## src/rtl/lsu_pkg.sv

```systemverilog
// Shared definitions for the load/store sequencer.
// - Access-size encodings as they arrive on req_size.
// - FSM state enum used by dmem_lsu_ctrl.
// - Alignment check applied when a request is accepted.
package lsu_pkg;

   localparam logic [1:0] SZ_B = 2'b00;
   localparam logic [1:0] SZ_H = 2'b01;
   localparam logic [1:0] SZ_W = 2'b10;

   typedef enum logic [2:0] {
      ST_IDLE,
      ST_RD,
      ST_CAP,
      ST_WR,
      ST_RESP,
      ST_ERR
   } lsu_state_e;

   // A half must sit on an even byte, a word on a word boundary.
   // Size 2'b11 is never legal, whatever the offset.
   function automatic logic is_aligned(input logic [1:0] size, input logic [1:0] off);
      logic ok;
      case (size)
         SZ_B:    ok = 1'b1;
         SZ_H:    ok = ~off[0];
         SZ_W:    ok = (off == 2'b00);
         default: ok = 1'b0;
      endcase
      return ok;
   endfunction

endpackage

```

## src/rtl/lsu_byte_lane.sv

```systemverilog
// Combinational lane logic for the load/store sequencer.
// Ports:
//   word_i     : word read from dmem
//   off_i      : byte offset of the request within that word
//   size_i     : access size (SZ_B / SZ_H / SZ_W)
//   unsigned_i : zero-extend loads when 1, sign-extend when 0
//   sdata_i    : right-aligned store data
//   ld_data_o  : extracted and extended load result
//   st_word_o  : word with the addressed lanes replaced by store data
// Lanes are little-endian: byte k is word[8k+7:8k], half h is word[16h+15:16h].
module lsu_byte_lane
   import lsu_pkg::*;
(
   input  logic [31:0] word_i,
   input  logic [1:0]  off_i,
   input  logic [1:0]  size_i,
   input  logic        unsigned_i,
   input  logic [31:0] sdata_i,
   output logic [31:0] ld_data_o,
   output logic [31:0] st_word_o
);

   logic [7:0]  byte_sel;
   logic [15:0] half_sel;
   logic [4:0]  byte_base;
   logic [4:0]  half_base;

   assign byte_base = {off_i, 3'b000};
   assign half_base = {off_i[1], 4'b0000};

   always_comb begin
      byte_sel = word_i[byte_base +: 8];
      half_sel = word_i[half_base +: 16];

      ld_data_o = word_i;
      case (size_i)
         SZ_B:    ld_data_o = unsigned_i ? {24'd0, byte_sel} : {{24{byte_sel[7]}}, byte_sel};
         SZ_H:    ld_data_o = unsigned_i ? {16'd0, half_sel} : {{16{half_sel[15]}}, half_sel};
         default: ld_data_o = word_i;
      endcase

      // Untouched lanes keep the captured read data.
      st_word_o = word_i;
      case (size_i)
         SZ_B:    st_word_o[byte_base +: 8]  = sdata_i[7:0];
         SZ_H:    st_word_o[half_base +: 16] = sdata_i[15:0];
         default: st_word_o = sdata_i;
      endcase
   end

endmodule

```

## src/rtl/dmem_lsu_ctrl.sv

```systemverilog
// Load/store sequencer between the core memory stage and a word-only dmem.
// Ports:
//   clk, rst                 : clock, synchronous active-high reset
//   req_valid / req_ready    : request handshake (ready only in IDLE)
//   req_we, req_size,
//   req_unsigned, req_addr,
//   req_wdata                : request payload, latched at accept
//   resp_valid, resp_rdata,
//   resp_err                 : one-cycle completion pulse with result
//   MemRead, MemWrite, addr,
//   wdata, rdata             : dmem interface; rdata is valid the cycle
//                              after MemRead rises with addr held
// Sub-word stores are read-modify-write; misaligned or illegal-size
// requests get an error response without touching memory.
module dmem_lsu_ctrl
   import lsu_pkg::*;
#(
   parameter int ADDR_W = 32
) (
   input  logic              clk,
   input  logic              rst,
   input  logic              req_valid,
   output logic              req_ready,
   input  logic              req_we,
   input  logic [1:0]        req_size,
   input  logic              req_unsigned,
   input  logic [ADDR_W-1:0] req_addr,
   input  logic [31:0]       req_wdata,
   output logic              resp_valid,
   output logic [31:0]       resp_rdata,
   output logic              resp_err,
   output logic              MemRead,
   output logic              MemWrite,
   output logic [ADDR_W-1:0] addr,
   output logic [31:0]       wdata,
   input  logic [31:0]       rdata
);

   lsu_state_e        state_q, state_d;
   logic [ADDR_W-1:0] addr_q, addr_d;
   logic [31:0]       wdata_q, wdata_d;
   logic [31:0]       resp_rdata_q, resp_rdata_d;

   // Request payload; only meaningful between accept and response.
   logic              we_q, we_d;
   logic [1:0]        size_q, size_d;
   logic              uns_q, uns_d;
   logic [1:0]        off_q, off_d;
   logic [31:0]       sdata_q, sdata_d;

   logic [31:0]       ld_data;
   logic [31:0]       st_word;

   lsu_byte_lane u_lane (
      .word_i     (rdata),
      .off_i      (off_q),
      .size_i     (size_q),
      .unsigned_i (uns_q),
      .sdata_i    (sdata_q),
      .ld_data_o  (ld_data),
      .st_word_o  (st_word)
   );

   always_ff @(posedge clk) begin
      if (rst) begin
         state_q      <= ST_IDLE;
         addr_q       <= '0;
         wdata_q      <= '0;
         resp_rdata_q <= '0;
      end else begin
         state_q      <= state_d;
         addr_q       <= addr_d;
         wdata_q      <= wdata_d;
         resp_rdata_q <= resp_rdata_d;
      end
   end

   always_ff @(posedge clk) begin
      we_q    <= we_d;
      size_q  <= size_d;
      uns_q   <= uns_d;
      off_q   <= off_d;
      sdata_q <= sdata_d;
   end

   always_comb begin
      state_d      = state_q;
      addr_d       = addr_q;
      wdata_d      = wdata_q;
      resp_rdata_d = resp_rdata_q;
      we_d         = we_q;
      size_d       = size_q;
      uns_d        = uns_q;
      off_d        = off_q;
      sdata_d      = sdata_q;

      case (state_q)
         ST_IDLE: begin
            if (req_valid) begin
               we_d    = req_we;
               size_d  = req_size;
               uns_d   = req_unsigned;
               off_d   = req_addr[1:0];
               sdata_d = req_wdata;
               if (!is_aligned(req_size, req_addr[1:0])) begin
                  // addr is left alone so a rejected request never shows on the bus
                  resp_rdata_d = '0;
                  state_d      = ST_ERR;
               end else begin
                  addr_d = {req_addr[ADDR_W-1:2], 2'b00};
                  if (req_we && (req_size == SZ_W)) begin
                     wdata_d = req_wdata;
                     state_d = ST_WR;
                  end else begin
                     state_d = ST_RD;
                  end
               end
            end
         end
         ST_RD: begin
            state_d = ST_CAP;
         end
         ST_CAP: begin
            if (we_q) begin
               wdata_d = st_word;
               state_d = ST_WR;
            end else begin
               resp_rdata_d = ld_data;
               state_d      = ST_RESP;
            end
         end
         ST_WR: begin
            resp_rdata_d = '0;
            state_d      = ST_RESP;
         end
         ST_RESP: state_d = ST_IDLE;
         ST_ERR:  state_d = ST_IDLE;
         default: state_d = ST_IDLE;
      endcase
   end

   assign req_ready  = (state_q == ST_IDLE);
   assign MemRead    = (state_q == ST_RD) || (state_q == ST_CAP);
   assign MemWrite   = (state_q == ST_WR);
   assign resp_valid = (state_q == ST_RESP) || (state_q == ST_ERR);
   assign resp_err   = (state_q == ST_ERR);
   assign resp_rdata = resp_rdata_q;
   assign addr       = addr_q;
   assign wdata      = wdata_q;

endmodule
```

## config.mk

```make
export PLATFORM = sky130hd
export DESIGN_NAME = dmem_lsu_ctrl
export DESIGN_NICKNAME = d
export VERILOG_FILES = /design/src/rtl/lsu_pkg.sv /design/src/rtl/lsu_byte_lane.sv /design/src/rtl/dmem_lsu_ctrl.sv
export SDC_FILE = /design/constraint.sdc
export NUM_CORES = 1
export LEC_CHECK = 0
export ABC_CLOCK_PERIOD_IN_PS = 4320
export CORE_MARGIN = 2
export CORE_UTILIZATION = 35
export DETAILED_ROUTE_END_ITERATION = 8
export MAX_ROUTING_LAYER = met4
export SLEW_MARGIN = 20
export SYNTH_ARGS = -nofsm -noshare
export SYNTH_HDL_FRONTEND = slang
export SYNTH_SLANG_ARGS = --single-unit
```

## constraint.sdc

```tcl
create_clock -name clk -period 4.32 [get_ports clk]
set_input_delay 0.432 -clock clk [delete_from_list [all_inputs] [get_ports clk]]
set_output_delay 0.432 -clock clk [all_outputs]
set_load 0.02 [all_outputs]
```

-- After elaboration in Yosys (flattened, before gate mapping)
Index checks and enable logic that the tools add are counted.
- shift-type cells: 6
- bitwise gates (word level): 1
- $add $sub $neg: 2
- equality and inequality tests: 14
- muxes and demuxes: 23
- reduce and logical (&&, ||, !) cells: 13
- operators by type and width (kind ; number):
    32-bit two-way mux ; 9
    32-bit one-hot mux with 2 select lines ; 3
    32-bit one-hot mux with 3 select lines ; 1
    32-bit bitwise mux ; 2
    16-bit by 7-bit variable shift with 32-bit output, first input constant ; 1
    8-bit by 7-bit variable shift with 32-bit output, first input constant ; 1
    16-bit by 7-bit variable part select with 32-bit output ; 1
    32-bit by 6-bit variable part select with 16-bit output ; 1
    32-bit by 6-bit variable part select with 8-bit output ; 1
    8-bit by 7-bit variable part select with 32-bit output ; 1
    5-bit negation with 7-bit output ; 2
    3-bit one-hot mux with 4 select lines ; 1
    3-bit two-way mux ; 3
    2-bit != test, second input constant ; 4
    3-bit by 2-bit equality test with 1-bit output, second input constant ; 2
    3-bit equality test, second input constant ; 2
    2-bit logical NOT ; 3
    5-bit AND reduction ; 1
    2-bit by 1-bit equality test with 1-bit output, second input constant ; 2
    2-bit by 1-bit != test with 1-bit output, second input constant ; 2
    4-bit AND reduction ; 1
    3-bit by 1-bit equality test with 1-bit output, second input constant ; 1
    3-bit logical NOT ; 1
    1-bit one-hot mux with 3 select lines ; 1
    10 further kinds ; 12
- flip-flop bits (word level): 135
- input bits: 103
- logic and storage cells: 68

-- Logic depth before layout (Yosys ltp)
Gate-level depths: netlist (run 1).
- word-level depth: 7
- mapped depth: 8

-- Cells and area by module
Synthesis (run 1) repeated with hierarchy kept, for this count alone.
- cells, all modules: 781
- area, all modules: 7293.2 um^2
- modules (own cells, without submodules) (module ; area each (um^2) ; times used ; cells each):
    dmem_lsu_ctrl ; 5552.8 ; 1 ; 503
    lsu_byte_lane ; 1740.4 ; 1 ; 278

-- Least setup slack after synthesis (run 1)
Ideal clock, no wire load.
- path type: reg-to-reg
- start: reg state_q[0]
- end: reg resp_rdata_q[24], in the netlist resp_rdata[24]
- arrival: 3.867 ns
- cell stages (with the launch flop): 7
- library setup time: 0.134 ns
- clock period less this slack: 4.001 ns
- setup slack: 0.319 ns
- cells stage by stage: dfxtp_1 buf_2 nor4b_2 a21boi_2 a2bb2oi_2 buf_2 a211oi_1
- longest elaborated chain between the ends: 3
- ends and longest elaborated chain (what ; RTL line ; source):
    start: declaration ; dmem_lsu_ctrl.sv:39 ; lsu_state_e state_q, state_d;
    start signal: assignment ; dmem_lsu_ctrl.sv:71 ; state_q <= state_d;
    3-bit by 2-bit equality test with 1-bit output / 3-bit logical NOT (equally long branches) ; dmem_lsu_ctrl.sv:97 ; case (state_q)
    2-bit != test (no line) / 3-bit nonzero test (equally long branches) ; n/a ;
    4-bit AND reduction (no line) ; n/a ;
    end signal: assignment ; dmem_lsu_ctrl.sv:74 ; resp_rdata_q <= resp_rdata_d;
    end: declaration ; dmem_lsu_ctrl.sv:42 ; logic [31:0] resp_rdata_q, resp_rdata_d;
Several ways; a longest one is shown, not always the timed one.
A chain may end at the register's enable or synchronous reset.

-- Final worst setup path (run 1)
- start: reg off_q[1]
- end: reg wdata_q[14], in the netlist wdata[14]
- longest elaborated chain between the ends: 6
- ends and longest elaborated chain (what ; RTL line ; source):
    start: declaration ; dmem_lsu_ctrl.sv:48 ; logic [1:0] off_q, off_d;
    start signal: assignment ; dmem_lsu_ctrl.sv:82 ; off_q <= off_d;
    5-bit negation with 7-bit output, on equally long branches ; lsu_byte_lane.sv:46, lsu_byte_lane.sv:45 ;
    16-bit by 7-bit variable part select with 32-bit output (tied with other cells) ; lsu_byte_lane.sv:46 ; SZ_H: st_word_o[half_base +: 16] = sdata_i[15:0];
    32-bit bitwise mux, on equally long branches ; lsu_byte_lane.sv:46, lsu_byte_lane.sv:45 ;
    32-bit one-hot mux with 2 select lines (*) ; lsu_byte_lane.sv:44 ; case (size_i)
    32-bit two-way mux (*) ; dmem_lsu_ctrl.sv:124 ; if (we_q) begin
    32-bit one-hot mux with 2 select lines (*) ; dmem_lsu_ctrl.sv:97 ;
    end signal: assignment ; dmem_lsu_ctrl.sv:73 ; wdata_q <= wdata_d;
    end: declaration ; dmem_lsu_ctrl.sv:41 ; logic [31:0] wdata_q, wdata_d;
Every way passes the cells marked *; elsewhere a longest branch is shown, timed or not. The select of a mux whose other input is x is not followed.

==> out/metrics.csv, run 1 <==
stage,metric,value,unit
clocking,CTS Buf Count,17,
grt,GRT Total Usage,23.56,%
logic_synthesis,post-synthesis async set-or-reset flop share,0,%
worst_setup_path,CP Class,flip-flop to flip-flop,
logic_synthesis,main combinational cell family by area after synthesis,compound AO/OA/AOI/OAI gates,
logic_synthesis,"top cells by count, synth","dfxtp_1 (97), nand2_1 (91), nand2b_1 (51)",
sta,final critical-path required period,2.960,ns
clocking,CTS Sinks,135,
die,Rows,49,
logic_synthesis,"EDFF count, synth",38,
logic_synthesis,"count leader, synth",dfxtp_1,
die,I/O pin total,204,
worst_setup_path,largest fanout on the critical path,34,
routing,initial DRC count,547,
logic_synthesis,Syn Area/Cell,9.920,µm²
die,core area,18090,µm²
worst_setup_path,Worst EP arrival,3.32,ns
final_layout,ratio of cells with drive above 1 in the final layout,6.905,%
routing,routed vias,6172,
logic_synthesis,Yosys top cell by area,dfxtp_1,
clocking,TritonCTS clock tree,yes,
final_layout,Final nets,936,
logic_synthesis,compound-gate portion of the synthesized area,25.09,%
pwr,Clock Power Share,38.3,%
clocking,H-tree depth,4,
clocking,Post-CTS Setup Bufs,0,
final_layout,Non-Filler Instances,1069,
grt,first-pass GRT wire length,34730,µm
pwr,Pint,2.630,mW
clocking,worst skew pair latency,0.42,ns
sta,Tcrit/Tclk final,68.52,%
routing,Total Routed Length,23100,µm
routing,DRC,0,
logic_synthesis,post-synthesis mux area share,4.660,%
sta,Slew Limit Fails,0,
placement,hpwl dp,16710,µm
logic_synthesis,Adder-Cell Fraction of Synth Area,0.9628,%
routing,wire per inst,21.61,µm
flow_run,max-cap violation count,0,
sta,Max Clock Skew,0.007088,ns
pwr,pwr dens,399.3,nW/µm²
worst_setup_path,CP max-delay cell,nor3_1,
pwr,P_leak,3.178,nW
logic_synthesis,Synth top area share,29.89,%
sta,final hold vios,0,
sta,worst slew pin tran,1.106,ns
die,die area,19670,µm²
final_layout,area grow syn2layout,41.81,%
logic_synthesis,Main synth FF type,dfxtp_1,
placement,routability congestion estimate,0.9131,
pwr,sw frac,28.52,%
grt,initial antenna violation count,0,
grt,total grt overflow,0,
clocking,clock root buffer,clkbuf_16,
logic_synthesis,Netlist cell types,57,
run_status,status,completed,
placement,PortBufs,201,
pwr,worst vdd ir,0.0002928,V
pwr,Sw Pwr,1.049,mW
sta,RSZ-0062 raised after global routing,no,
logic_synthesis,synth top area cells,"dfxtp_1 (30%), edfxtp_1 (18%), nand2_1 (5.3%)",
worst_setup_path,crit path cell chain,buf_4 -> clkinv_1 -> ha_1 -> nor3_1 -> a221oi_1 -> o211ai_1 -> a32o_1,
pwr,combinational share of power,21.0,%
worst_setup_path,Crit path largest cell delay,0.76,ns
final_layout,Antenna diodes,0,
logic_synthesis,Synth Register Bits,135,
clocking,PostCTS Resize Cnt,0,
routing,drt pass-1 iters,5,
placement,Cells after DPL,1037,
die,DIE WIDTH,140.3,µm
final_layout,Filler cells,1612,
logic_synthesis,Post-Syn Area,6497,µm²
worst_setup_path,CP Capture Type,flip-flop,
routing,vias per inst,5.774,
logic_synthesis,Syn Inst Count,655,
sta,setup TNS,0,ns
sta,Slew HR,25.84,%
clocking,Longest Clk Path Bufs,2,
clocking,Clock transition at path regs,0.06,ns
sta,FMAX,337.8,MHz
logic_synthesis,Yosys warnings,0,
clocking,hold-fix buffers at CTS,0,
routing,"antenna viol nets, final",0,
grt,vias in the first global route,6021,
worst_setup_path,WP data required,4.68,ns
logic_synthesis,post-synthesis xor/xnor area fraction,0.1348,%
logic_synthesis,sequential fraction of the synthesis area,47.45,%
worst_hold_path,Hold/Removal Path Class,flip-flop to flip-flop,
grt,largest net degree at the start of global routing,62,
logic_synthesis,Post-Synth Simple-Gate Area,17.58,%
pwr,Seq pwr share,40.7,%
sta,# setup viols final,0,
worst_setup_path,crit path launch type,flip-flop,
die,DIE HEIGHT,140.3,µm
die,initial core utilization,35.93,%
## power groups by stage
| stage | registers, mW | logic [mW] | clock network, mW |
|---|---|---|---|
| after floorplan | 1.55 | 0.382 | 0 |
| after global placement | 1.52 | 0.750 | 0 |
| after detailed placement | 1.52 | 0.764 | 0 |
| after CTS | 1.50 | 0.768 | 1.43 |
| after global routing | 1.51 | 0.824 | 1.48 |
| final | 1.50 | 0.772 | 1.41 |
## worst paths after layout
kind | slack, ns | to | cells past startpoint | startpoint
hold reg to reg | 0.45 | addr[19] | 2 | addr[19]
hold / removal | 0.45 | addr[19] | 2 | addr[19]
setup reg to reg | 1.36 | wdata[14] | 7 | off_q[1]
setup / recovery | 1.36 | wdata[14] | 7 | off_q[1]
## state kept, by name (all words and copies together), names as in the netlist
| name | cells |
|---|---|
| resp_rdata | 32 |
| sdata_q | 32 |
| wdata | 32 |
| addr | 30 |
| state_q | 3 |
| off_q | 2 |
| size_q | 2 |
| uns_q | 1 |
| we_q | 1 |
## worst max-delay path: cells and delay by family (launching register included)
family / cells / cell delay, ns
AO/OA/AOI/OAI: 3 / 0.61
buffers and inverters: 2 / 0.82
AND/OR/NAND/NOR: 1 / 0.76
adder cells (fa/ha/maj): 1 / 0.38
flip-flops: 1 / 0.32
## metrics by stage
step	hold WS, ns	util (%)	setup WS, ns	power, mW	area (µm²)
2_1_floorplan	0.5309	-	0.3189	1.927	6501
5_1_grt	0.4760	50.94	1.156	3.815	9214
6_report	0.4548	50.94	1.360	3.679	9214
4_1_cts	0.4570	50.85	1.430	3.694	9196
3_5_place_dp	0.4488	47.63	1.171	2.284	8615
3_3_place_gp	0.4421	47.63	1.401	2.269	8615
## routing by layer
| metal | global-route usage, % | up-vias | routed length (µm) |
|---|---|---|---|
| met2 | 36.27 | 306 | 10730 |
| met1 | 30.56 | 2976 | 10190 |
| met3 | 4.718 | 51 | 1516 |
| met5 | - | - | 0 |
| met4 | 9.357 | 0 | 673 |
| li1 | - | 2839 | - |
## placed cells by master (no fill, tap or decap), types with 5 or more instances in the layout
cell / n
o22a_1: 7
o2111ai_1: 7
a21boi_0: 11
nor3_1: 23
ha_1: 5
a22o_1: 6
clkbuf_16: 19
a32o_1: 32
clkdlybuf4s50_1: 200
edfxtp_1: 38
clkbuf_8: 5
or3_1: 7
o2bb2ai_1: 8
nor2_1: 9
a21oi_1: 33
mux2i_1: 19
nand2b_1: 51
a221o_1: 27
dfxtp_1: 97
o21ai_0: 15
o211ai_1: 15
a221oi_1: 10
nand2_1: 91
mux2_2: 8
buf_4: 7
a211oi_1: 17
nor2b_1: 12
## cells by family after synthesis
family,after synthesis
buffers and inverters,60
AO/OA/AOI/OAI,205
adder cells (fa/ha/maj),5
XOR/XNOR,1
other,1
AND/OR/NAND/NOR,220
flip-flops,135
multiplexers,28
## cell type report
cell class	count	area, µm²	area share [%]
Clock buffer	26	551.8	5.989
Timing Repair Buffer	208	2069	22.46
Inverter	5	18.77	0.2037
Clock inverter	5	30.03	0.3259
Sequential cell	135	3083	33.46
Tap cell	229	286.5	3.110
Multi-Input combinational cell	461	3174	34.45
Power figures use the tool's default switching activity.
==> run 2, diff against run 1 <==
- ABC_CLOCK_PERIOD_IN_PS: 4320 -> 3000
- clock period: 4.32 -> 3 ns (I/O delays scaled with it)
==> run 2 against run 1 <==
  * Critical path depth down 3
  * Clock-buffer cell count decreased by 4
  * Cell count increased by 1.4%
  * Power is 47% higher
  * Hold slack got worse by 0.063 ns
  * Worst setup slack got worse by 1.0 ns
  * Routed wire length up 2.0%
  * Sequential share of layout area shrank 0.44 points
  * First-iteration DRC count up 1.5%
  * Largest cell class unchanged
  * Largest power group unchanged
  * Highest routed layer unchanged
==> out/metrics.csv, run 2 (synthesis results as in run 1) <==
stage,metric,value,unit,change
grt,GRT Total Usage,24.66,%,+1.1 points
worst_hold_path,Hold/Removal Path Class,primary input to flip-flop,,
worst_setup_path,Crit path largest cell delay,1.07,ns,+0.31 ns
final_layout,Filler cells,1609,,-0.19%
routing,routed vias,6240,,+1.1%
pwr,pwr dens,577.9,nW/µm²,+45%
clocking,H-tree depth,4,,unchanged
worst_hold_path,worst hold endpoint,resp_rdata[24],,
sta,Worst Slack Setup Final,0.3323,ns,-1.028 ns
worst_setup_path,largest fanout on the critical path,27,,-21%
run_status,status,completed,,
grt,largest net degree at the start of global routing,42,,-32%
routing,Total Routed Length,23570,µm,+2.0%
final_layout,area grow syn2layout,43.71,%,
final_layout,Multi-input gate area,3191,µm²,+0.51%
clocking,clock root buffer,clkbuf_16,,
clocking,Post-CTS Setup Bufs,0,,unchanged
clocking,PostCTS Resize Cnt,0,,unchanged
worst_setup_path,crit path cell chain,inv_1 -> nor2_2 -> nand2_1 -> a211oi_1,,
die,DIE WIDTH,140.3,µm,unchanged
clocking,hold-fix buffers at CTS,0,,unchanged
final_layout,Antenna diodes,0,,unchanged
die,core area,18090,µm²,unchanged
die,Rows,49,,unchanged
worst_setup_path,R2R Path End,resp_rdata[17],,
routing,drt pass-1 iters,5,,unchanged
routing,vias per inst,5.756,,-0.30%
routing,"antenna viol nets, final",0,,unchanged
placement,routability congestion estimate,0.9551,,+4.6%
routing,initial DRC count,555,,+1.5%
routing,DRC,0,,unchanged
sta,Slew Limit Fails,0,,unchanged
sta,Tcrit/Tclk final,88.92,%,+20 points
placement,PortBufs,201,,unchanged
placement,dpl cell area,8738,µm²,+1.4%
final_layout,Final nets,950,,+1.5%
worst_setup_path,worst reg2reg startpoint,size_q[1],,
worst_setup_path,Buf/Inv on CP,1,,-1
worst_setup_path,CP max-delay cell,edfxtp_1,,
sta,final critical-path required period,2.668,ns,-0.2923 ns
routing,wire per inst,21.74,µm,+0.59%
worst_hold_path,hold path depth,2,,unchanged
clocking,Longest Clk Path Bufs,2,,unchanged
clocking,CTS Sinks,135,,unchanged
sta,Slew HR,27.05,%,+1.2 points
grt,first-pass GRT wire length,36220,µm,+4.3%
worst_setup_path,Worst EP arrival,2.97,ns,-0.35 ns
final_layout,Finished Cell Area,9338,µm²,+1.3%
clocking,Clock transition at path regs,0.06,ns,about the same
sta,worst slew pin tran,1.094,ns,-0.01148 ns
die,I/O pin total,204,,unchanged
grt,total grt overflow,0,,unchanged
worst_hold_path,hold_sp,rst,,
die,die area,19670,µm²,unchanged
worst_setup_path,CP Capture Type,flip-flop,,
worst_setup_path,critical path's top delay family,flip-flops,,
flow_run,max-cap violation count,0,,unchanged
worst_setup_path,FF-to-FF setup slack,0.33,ns,-1.03 ns
pwr,worst vdd ir,0.0003373,V,+15%
final_layout,ratio of cells with drive above 1 in the final layout,8.655,%,+1.8 points
sta,Max Clock Skew,0.008221,ns,+0.001133 ns
clocking,CTS Buf Count,17,,unchanged
grt,initial antenna violation count,1,,+1
clocking,worst skew pair latency,0.42,ns,about the same
grt,vias in the first global route,6232,,+3.5%
sta,# setup viols final,0,,unchanged
placement,hpwl dp,17330,µm,+3.7%
sta,setup TNS,0,ns,unchanged
die,initial core utilization,35.93,%,unchanged
sta,FMAX,374.9,MHz,+11%
worst_setup_path,crit path launch type,flip-flop,,
final_layout,final core occ,51.63,%,+0.68 points
sta,Worst Hold Slack,0.3920,ns,-0.06283 ns
pwr,P_leak,3.254,nW,+2.4%
final_layout,Sequential cell area,3083,µm²,unchanged
clocking,TritonCTS clock tree,yes,,
worst_setup_path,WP data required,3.30,ns,-1.38 ns
placement,Placement Setup Slack,0.5206,ns,-0.6500 ns
final_layout,"commonest non-fill, non-tap cell in the layout",clkdlybuf4s50_1,,
final_layout,most frequent cells in the layout,"clkdlybuf4s50_1 (200), dfxtp_1 (97), nand2_1 (91), nand2b_1 (51), edfxtp_1 (38)",,
worst_setup_path,R2R depth,4,,-3
die,DIE HEIGHT,140.3,µm,unchanged
worst_setup_path,CP Class,flip-flop to flip-flop,,
sta,RSZ-0062 raised after global routing,no,,
sta,final hold vios,0,,unchanged
[run 2: layout make-up]
class	instances	share of cell area, %
Clock buffer	22	5.440
Clock inverter	10	0.9246
Inverter	5	0.2010
Multi-Input combinational cell	461	34.17
Sequential cell	135	33.02
Tap cell	229	3.068
Timing Repair Buffer	222	23.18
[run 2: per-stage QoR]
stage / total power [mW] / std cells
2_1_floorplan: 2.787 / 656
6_report: 5.396 / 1084
4_1_cts: 5.424 / 1084
5_1_grt: 5.608 / 1084
3_3_place_gp: 3.315 / 1052
3_5_place_dp: 3.331 / 1052
[run 2: how the worst max path moves through the flow]
stage	start	to	slack [ns]	cells past startpoint
floorplan	state_q[0]	resp_rdata[24]	0.02	6
global placement	state_q[1]	wdata[19]	0.61	5
detailed placement	state_q[1]	wdata[19]	0.52	5
CTS	size_q[1]	resp_rdata[17]	0.37	4
global route	size_q[1]	resp_rdata[17]	0.16	4
finish	size_q[1]	resp_rdata[17]	0.33	4
[run 2: worst reg2reg max path, delay by kind of cell, from the launching register on]
kind | cells | cell delay (ns)
buffers and inverters | 1 | 0.39
AO/OA/AOI/OAI | 1 | 0.37
AND/OR/NAND/NOR | 2 | 0.72
flip-flops | 1 | 1.07
[run 2: metal layers]
layer,global-route usage (%),wire [µm],vias up
met5,-,0,-
met4,7.656,433,0
met3,6.017,1769,39
met2,38.03,11140,294
met1,32.13,10220,3034
li1,-,-,2873
[run 2: where the power goes]
group	leakage [nW]	switching [mW]	internal, mW
clock network	0.297	0.801	1.29
logic	1.81	0.632	0.520
registers	1.15	0.130	2.03
total	3.25	1.56	3.83
==> run 3, diff against run 2 <==
- CTS_CLUSTER_DIAMETER: unset -> 80
==> results of run 3 <==
Same layout as run 2: the final DEF is identical, and so are final timing and power.
